### config.mk
export PLATFORM = sky130hd
export DESIGN_NAME = ntt_bfu
export DESIGN_NICKNAME = d
export VERILOG_FILES = /design/src/rtl/ntt_pkg.sv /design/src/rtl/ntt_bfu_barrett_red.sv /design/src/rtl/ntt_bfu.sv
export SDC_FILE = /design/constraint.sdc
export NUM_CORES = 1
export LEC_CHECK = 0
export BUFFER_PORTS_ARGS = -buffer_cell sky130_fd_sc_hd__buf_2
export CORE_ASPECT_RATIO = 1.2
export CORE_MARGIN = 2
export CORE_UTILIZATION = 35
export DETAILED_ROUTE_END_ITERATION = 10
export SLEW_MARGIN = 20
export SYNTH_ARGS = -nofsm -noshare
export SYNTH_HDL_FRONTEND = slang
export SYNTH_SLANG_ARGS = --single-unit
### constraint.sdc
create_clock -name clk -period 8 [get_ports clk]
set_clock_uncertainty 0.15 [all_clocks]
set_input_delay 1.6 -clock clk [delete_from_list [all_inputs] [get_ports clk]]
set_output_delay 1.6 -clock clk [all_outputs]
set_load 0.03 [all_outputs]
### src/rtl/ntt_pkg.sv
// Shared constants and side-band record for the NTT datapath.
// Barrett constant M is derived from the modulus at elaboration.
package ntt_pkg;

  localparam int Q  = 3329;
  localparam int DW = 12;
  localparam int AW = 7;
  localparam int K  = 2 * DW;

  function automatic int barrett_m(input int q, input int k);
    return (1 << k) / q;
  endfunction

  localparam int M  = barrett_m(Q, K);
  localparam int MW = $clog2(M + 1);

  typedef struct packed {
    logic          valid;
    logic          inv;
    logic [DW-1:0] as;
    logic [AW-1:0] waddr0;
    logic [AW-1:0] waddr1;
    logic          wsel;
  } sb_t;

endpackage

### src/rtl/ntt_bfu_barrett_red.sv
// Two-stage Barrett reduction from [0, Q^2) to [0, Q).
// Valid bit travels alongside the data.
module barrett_red
  import ntt_pkg::*;
(
  input  logic            clk,
  input  logic            rst,
  input  logic            in_valid,
  input  logic [2*DW-1:0] p,
  output logic            out_valid,
  output logic [DW-1:0]   t
);

  localparam logic [MW-1:0]   MV = MW'(M);
  localparam logic [2*DW-1:0] QP = (2*DW)'(Q);
  localparam logic [DW:0]     QR = (DW+1)'(Q);

  logic [2*DW+MW-1:0] pm;
  logic [2*DW-1:0]    qh;
  logic [2*DW-1:0]    rw;
  logic [DW:0]        r_q;
  logic               v_q;

  assign pm = {{MW{1'b0}}, p} * {{(2*DW){1'b0}}, MV};
  assign qh = (2*DW)'(pm >> K);
  // r lands in [0, 2Q), so DW+1 bits hold it exactly
  assign rw = p - qh * QP;

  always_ff @(posedge clk) begin
    if (rst) begin
      v_q       <= 1'b0;
      r_q       <= '0;
      out_valid <= 1'b0;
      t         <= '0;
    end else begin
      v_q       <= in_valid;
      r_q       <= (DW+1)'(rw);
      out_valid <= v_q;
      t         <= (r_q >= QR) ? DW'(r_q - QR) : DW'(r_q);
    end
  end

endmodule

### src/rtl/ntt_bfu.sv
// Five-stage CT/GS modular butterfly with delay-matched
// write-back addresses and bank flag.
module ntt_bfu
  import ntt_pkg::*;
(
  input  logic          clk,
  input  logic          rst,
  input  logic          bfu_en,
  input  logic          inv,
  input  logic [DW-1:0] a_in,
  input  logic [DW-1:0] b_in,
  input  logic [DW-1:0] w_in,
  input  logic [AW-1:0] waddr0_in,
  input  logic [AW-1:0] waddr1_in,
  input  logic          wsel_in,
  output logic          out_valid,
  output logic [DW-1:0] x_out,
  output logic [DW-1:0] y_out,
  output logic [AW-1:0] w_addr_0,
  output logic [AW-1:0] w_addr_1,
  output logic          w_ram_flag_out,
  output logic          busy
);

  localparam logic [DW:0] QX = (DW+1)'(Q);

  sb_t             sb_in, sb1, sb2, sb3, sb4;
  logic [DW:0]     sum1, dif1, sum5, dif5;
  logic [DW-1:0]   s_c, d_c, m1_d, m1_q, w_q;
  logic [DW-1:0]   x_c, y_c, t4;
  logic [2*DW-1:0] p_q;
  logic            bv4;

  always_comb begin
    sum1 = {1'b0, a_in} + {1'b0, b_in};
    dif1 = {1'b0, a_in} - {1'b0, b_in};
    s_c  = (sum1 >= QX) ? DW'(sum1 - QX) : DW'(sum1);
    d_c  = (a_in >= b_in) ? DW'(dif1) : DW'(dif1 + QX);
    m1_d = inv ? d_c : b_in;
    sb_in.valid  = bfu_en;
    sb_in.inv    = inv;
    sb_in.as     = inv ? s_c : a_in;
    sb_in.waddr0 = waddr0_in;
    sb_in.waddr1 = waddr1_in;
    sb_in.wsel   = wsel_in;
  end

  always_ff @(posedge clk) begin
    if (rst) begin
      sb1  <= '0;
      sb2  <= '0;
      sb3  <= '0;
      sb4  <= '0;
      m1_q <= '0;
      w_q  <= '0;
      p_q  <= '0;
    end else begin
      sb1  <= sb_in;
      sb2  <= sb1;
      sb3  <= sb2;
      sb4  <= sb3;
      m1_q <= m1_d;
      w_q  <= w_in;
      p_q  <= {{DW{1'b0}}, m1_q} * {{DW{1'b0}}, w_q};
    end
  end

  barrett_red u_red (
    .clk       (clk),
    .rst       (rst),
    .in_valid  (sb2.valid),
    .p         (p_q),
    .out_valid (bv4),
    .t         (t4)
  );

  always_comb begin
    sum5 = {1'b0, sb4.as} + {1'b0, t4};
    dif5 = {1'b0, sb4.as} - {1'b0, t4};
    x_c  = (sum5 >= QX) ? DW'(sum5 - QX) : DW'(sum5);
    y_c  = (sb4.as >= t4) ? DW'(dif5) : DW'(dif5 + QX);
    if (sb4.inv) begin
      x_c = sb4.as;
      y_c = t4;
    end
  end

  always_ff @(posedge clk) begin
    if (rst) begin
      out_valid      <= 1'b0;
      x_out          <= '0;
      y_out          <= '0;
      w_addr_0       <= '0;
      w_addr_1       <= '0;
      w_ram_flag_out <= 1'b0;
    end else begin
      out_valid      <= bv4;
      x_out          <= x_c;
      y_out          <= y_c;
      w_addr_0       <= sb4.waddr0;
      w_addr_1       <= sb4.waddr1;
      w_ram_flag_out <= sb4.wsel;
    end
  end

  assign busy = sb1.valid | sb2.valid | sb3.valid
              | sb4.valid | out_valid;

endmodule

Word-level counts from Yosys, hierarchy flattened
Cells that the tools add are included.
{"block": "word_totals", "reg_bits": 229, "latch_bits": 0, "mem_bits_rw": 0, "rom_bits": 0, "in_bits": 55, "output_inout_bits": 41, "elab_cells": 66, "mem_count": 0}
{"block": "classes", "addsub": 10, "multipliers": 3, "div_mod_pow": 0, "magnitude_cmp": 5, "eq_ne": 0, "shifts": 0, "mux": 9, "n_bitwise": 4, "reduce_logical": 0}
{"cell": "12-bit two-way mux", "count": 9}
{"cell": "13-bit by 12-bit greater-or-equal comparator with 1-bit output, second input constant", "count": 3}
{"cell": "24-bit by 13-bit multiplier with 37-bit output, second input constant", "count": 1}
{"cell": "12-bit subtractor, second input constant", "count": 3}
{"cell": "12-bit by 12-bit adder with 13-bit output", "count": 2}
{"cell": "12-bit adder, second input constant", "count": 2}
{"cell": "12-bit greater-or-equal comparator", "count": 2}
{"cell": "12-bit by 12-bit multiplier with 24-bit output", "count": 1}
{"cell": "12-bit subtractor", "count": 2}
{"cell": "13-bit by 12-bit multiplier with 13-bit output, second input constant", "count": 1}
{"cell": "13-bit subtractor", "count": 1}
{"cell": "1-bit OR", "count": 4}

Depth between registers and ports, before layout
{"block": "logic_depth", "depth_word": 4, "depth_mapped": 36}

By module
From an unflattened synthesis, not the netlist that was laid out.
{"block": "unflattened", "hier_cells": 2310, "area_unflattened_um2": 21486.9}
{"module": "ntt_bfu", "instances": 1, "cells_each": 1568, "area_per_inst_um2": 14159.8, "seq_area_each_um2": 4083.9}
{"module": "barrett_red", "instances": 1, "cells_each": 742, "area_per_inst_um2": 7327.0, "seq_area_each_um2": 540.5}

Worst setup path before layout
OpenSTA, ideal clock, no wires.
{"block": "synth_path", "kind": "reg-to-reg", "startpoint": "register p_q[19]", "endpoint": "register u_red.r_q[12]", "arrival_time_ns": 8.334, "required_ns": 7.722, "setup_slack_ns": -0.612, "path_stages_with_launch": 35, "cell_sequence": "dfxtp_1 -> inv_1 -> fa_1 -> fa_1 -> inv_1 -> fa_1 -> fa_1 -> inv_1 -> fa_1 -> inv_1 -> ha_1 -> and3_1 -> a221oi_1 -> o31ai_1 -> a21o_1 -> a41oi_1 -> o21ai_0 -> a21oi_1 -> o21bai_1 -> a21oi_1 -> xnor2_1 -> ha_1 -> ha_1 -> ha_1 -> fa_1 -> inv_1 -> ha_1 -> a2111oi_0 -> o21bai_1 -> a21oi_1 -> xnor2_1 -> xnor3_1 -> xnor2_1 -> xnor2_1 -> nor2_1"}
{"block": "synth_between", "elab_chain_len": 3}
{"item": "start, declared", "line": "ntt_bfu.sv:31", "rtl": "logic [2*DW-1:0] p_q;"}
{"item": "start signal, assigned", "line": "ntt_bfu.sv:64", "rtl": "p_q <= {{DW{1'b0}}, m1_q} * {{DW{1'b0}}, w_q};"}
{"item": "24-bit by 13-bit multiplier with 37-bit output", "line": "ntt_bfu_barrett_red.sv:24", "rtl": "assign pm = {{MW{1'b0}}, p} * {{(2*DW){1'b0}}, MV};"}
{"item": "13-bit by 12-bit multiplier with 13-bit output", "line": "ntt_bfu_barrett_red.sv:27", "rtl": "assign rw = p - qh * QP;"}
{"item": "13-bit subtractor", "line": "ntt_bfu_barrett_red.sv:27"}
{"item": "end signal, assigned", "line": "ntt_bfu_barrett_red.sv:37", "rtl": "r_q <= (DW+1)'(rw);"}
{"item": "end, declared", "line": "ntt_bfu_barrett_red.sv:21", "rtl": "logic [DW:0] r_q;"}
Every way passes these cells.
A chain may end at the register's enable or synchronous reset.

Worst setup path after layout
{"block": "layout_path", "startpoint": "register p_q[18]", "endpoint": "register u_red.r_q[12]"}
The elaborated chain is that of the path after synthesis.

==> metrics.txt <==
CP max-delay cell=fa_1; Pre-antenna DRT Iters=7; Synth cell types=78; WL/cell=about 15 µm; num rows=slightly below 100; number of flops mapped to enable cells by yosys=0; area leader, netlist=fa_1; vias in the first global route=roughly 16,000; largest net degree at the start of global routing=about 120; Post-CTS Hold Buffers=0; status=complete, but fails checks; Slew Limit Fails=0; io pins=96; drt drc=0; Die ar.=61,550 µm²; setup violators final=2; CTS tree=done; Routed WL=between 40,000 and 50,000 µm; worst slew pin tran=around 0.94 ns; Synth async-reset ratio=0%; routed via count=between 15,000 and 20,000; max cap viols=0; Root Buffer=clkbuf_16; hold slack=between 0.2 and 0.3 ns; Port Buffer Count=95; top-area cell type share of the netlist area=a little under a quarter; clock sink count=between 200 and 250; Clock Latency Late Sink=0.57 ns; DP Wirelength=~39,000 µm; Syn. warnings=0; CP Launch Point=p_q[18]; Max Clk Rate=roughly 120 MHz; CTS clk-pin slew, worst paths=0.07 ns; Iter 0 DRT Violations=a little over 500; Required @ worst endpoint=between 8 and 9 ns; GRT Residual Overflow=0; DRT antenna net count=0; buffers and inverters on the worst path=4; Yosys reg bits=~230; final RePlAce weighted congestion=0.8960; first-pass GRT wire length=78,590 µm; count leader, synth=inv_1; largest fanout on the critical path=4; core area=between 50,000 and 60,000 µm²; failing checks=setup timing; crit-path most repeated cell=fa_1; Critical Path End Type=register; Fin. Hold Viols=0; RSZ-0062 raised after global routing=yes; post-synth net total=around 2,800; synthesized area per cell=approximately 9.3 µm²; # nets final=2,945; Num CTS Buffers=26; post-route setup slack=-0.2091 ns; number of vias per cell=between 4 and 5; synth cell count leaders=365 x inv_1, 273 x ha_1, 236 x fa_1, 229 x dfxtp_1, 161 x nand2_1; share of layout cells above drive strength 1=a little over an eighth; Setup WS pre-CTS=-0.4370 ns; initial antenna violation count=1; fillers=about 5,800; crit path time final=between 8 and 9 ns; hold crit path type=reg2reg; fin crit share=102.6%; Worst EP arrival=between 8 and 9 ns; Rel. slew slack=between 30% and 40%; n_diodes=0; Worst R2R Start=p_q[18]; ys flop type=dfxtp_1; largest cells by area after synthesis=fa_1 23%, dfxtp_1 22%, ha_1 16%; Seq/Total Area, Yosys=a little over a fifth; area delta synth->final=15.22%; Mapped Area=between 20,000 and 25,000 µm²; CTS max path bufs=3; slowest cell delay on critical path=~0.54 ns; min-delay src=sb3[18]; critical path's top delay family=adder cells; H-tree depth=1; Die Y=about 270 µm; CP startpoint kind=register; Die W=226.8 µm; Mapped Cells=roughly 2,200; Starting Density=approximately a third; total track usage=between 10% and 20%; crit path kind=reg2reg
==> final cells by class <==
cell class	count	area (µm²)	area share (%)
clock buffer	31	699.4	2.911
multi-input combinational	1573	14930	62.16
timing repair buffer	185	1165	4.848
inverter	366	1376	5.729
sequential	229	4607	19.18
tap	800	1001	4.166
clock inverter	17	242.7	1.010
==> sequential cells by signal, summed over array words and instances (netlist names), 7 cells and up <==
| signal | flops |
|---|---|
| m1_q | 12 |
| p_q | 24 |
| sb1 | 29 |
| sb2 | 29 |
| sb3 | 28 |
| sb4 | 28 |
| u_red.r_q | 13 |
| u_red.t | 12 |
| w_addr_0 | 7 |
| w_addr_1 | 7 |
| w_q | 12 |
| x_out | 12 |
| y_out | 12 |
==> cell families (layout without fill, tap and decap cells) <==
logic type | count (synthesis) | after routing | share of synthesized area, %
flops | 229 | 229 | 21.99
simple gates | 633 | 633 | 15.42
compound gates | 297 | 297 | 9.661
fa+ha+maj | 509 | 509 | 39.04
buf+inv | 442 | 599 | 8.071
mux | 14 | 14 | 0.6841
xor+xnor | 120 | 120 | 5.143
==> worst reg2reg max path: cells and delay by family, from the launching register on <==
kind | cells | cell delay, ns
simple gates | 1 | 0.05
flops | 1 | 0.36
xor+xnor | 5 | 0.86
compound gates | 9 | 1.93
fa+ha+maj | 11 | 4.48
buf+inv | 4 | 0.24
==> routing by layer <==
metal | global-route usage, % | up-vias | part of all wire (%)
met5 | 0 | - | 0.027
met4 | 5.211 | 2 | 3.1
met3 | 1.591 | 85 | 3.0
met2 | 29.41 | 233 | 52
met1 | 18.55 | 7397 | 42
li1 | - | 7486 | -
==> stage by stage <==
step	setup TNS, ns	instances	instance area [µm²]	util (%)
global placement	-0.4488	3142	22730	38.39
detailed placement	-1.083	3142	22730	38.39
floorplan	0	2244	20960	-
global route	-1.364	3201	24030	40.57
finish	-0.2602	3201	24030	40.57
CTS	-0.4114	3198	23870	40.31
==> cells in the final DEF, fill, tap and decap left out, drive strengths merged, types with 5 or more instances in the layout <==
master and instances:
a2111oi 6, a21oi 73, o211ai 11, and3 13
or4 5, ha 273, nor4 12, a211oi 30
xnor2 84, or2 7, nor3b 5, o31ai 8
xor2 35, o21bai 12, nand4 10, dfxtp 229
nand2b 13, nand2 161, o21ai 64, mux2i 12
or3 6, and2 48, buf 185, clkbuf 31
clkinv 6, o41ai 5, fa 236, clkinvlp 5
a311oi 6, a21o 28, inv 368, nand3 25
nor3 35, nor2 125, a31oi 7, nor2b 160
o21a 10
==> timing repair <==
item,in CTS,in global routing
setup endpoints to repair,4,8
setup buffers,8,3
pin swaps,39,43
resized for setup,28,26
==> final timing paths <==
kind                   end  slack, ns  cells past startpoint
max reg2reg  u_red.r_q[12]      -0.21                     30
min                sb4[18]       0.28                      1
min reg2reg        sb4[18]       0.28                      1
max          u_red.r_q[12]      -0.21                     30
Power is left out: the tool's default activity adds up to more than one toggle a clock period on the data nets, which glitch-free logic cannot reach.
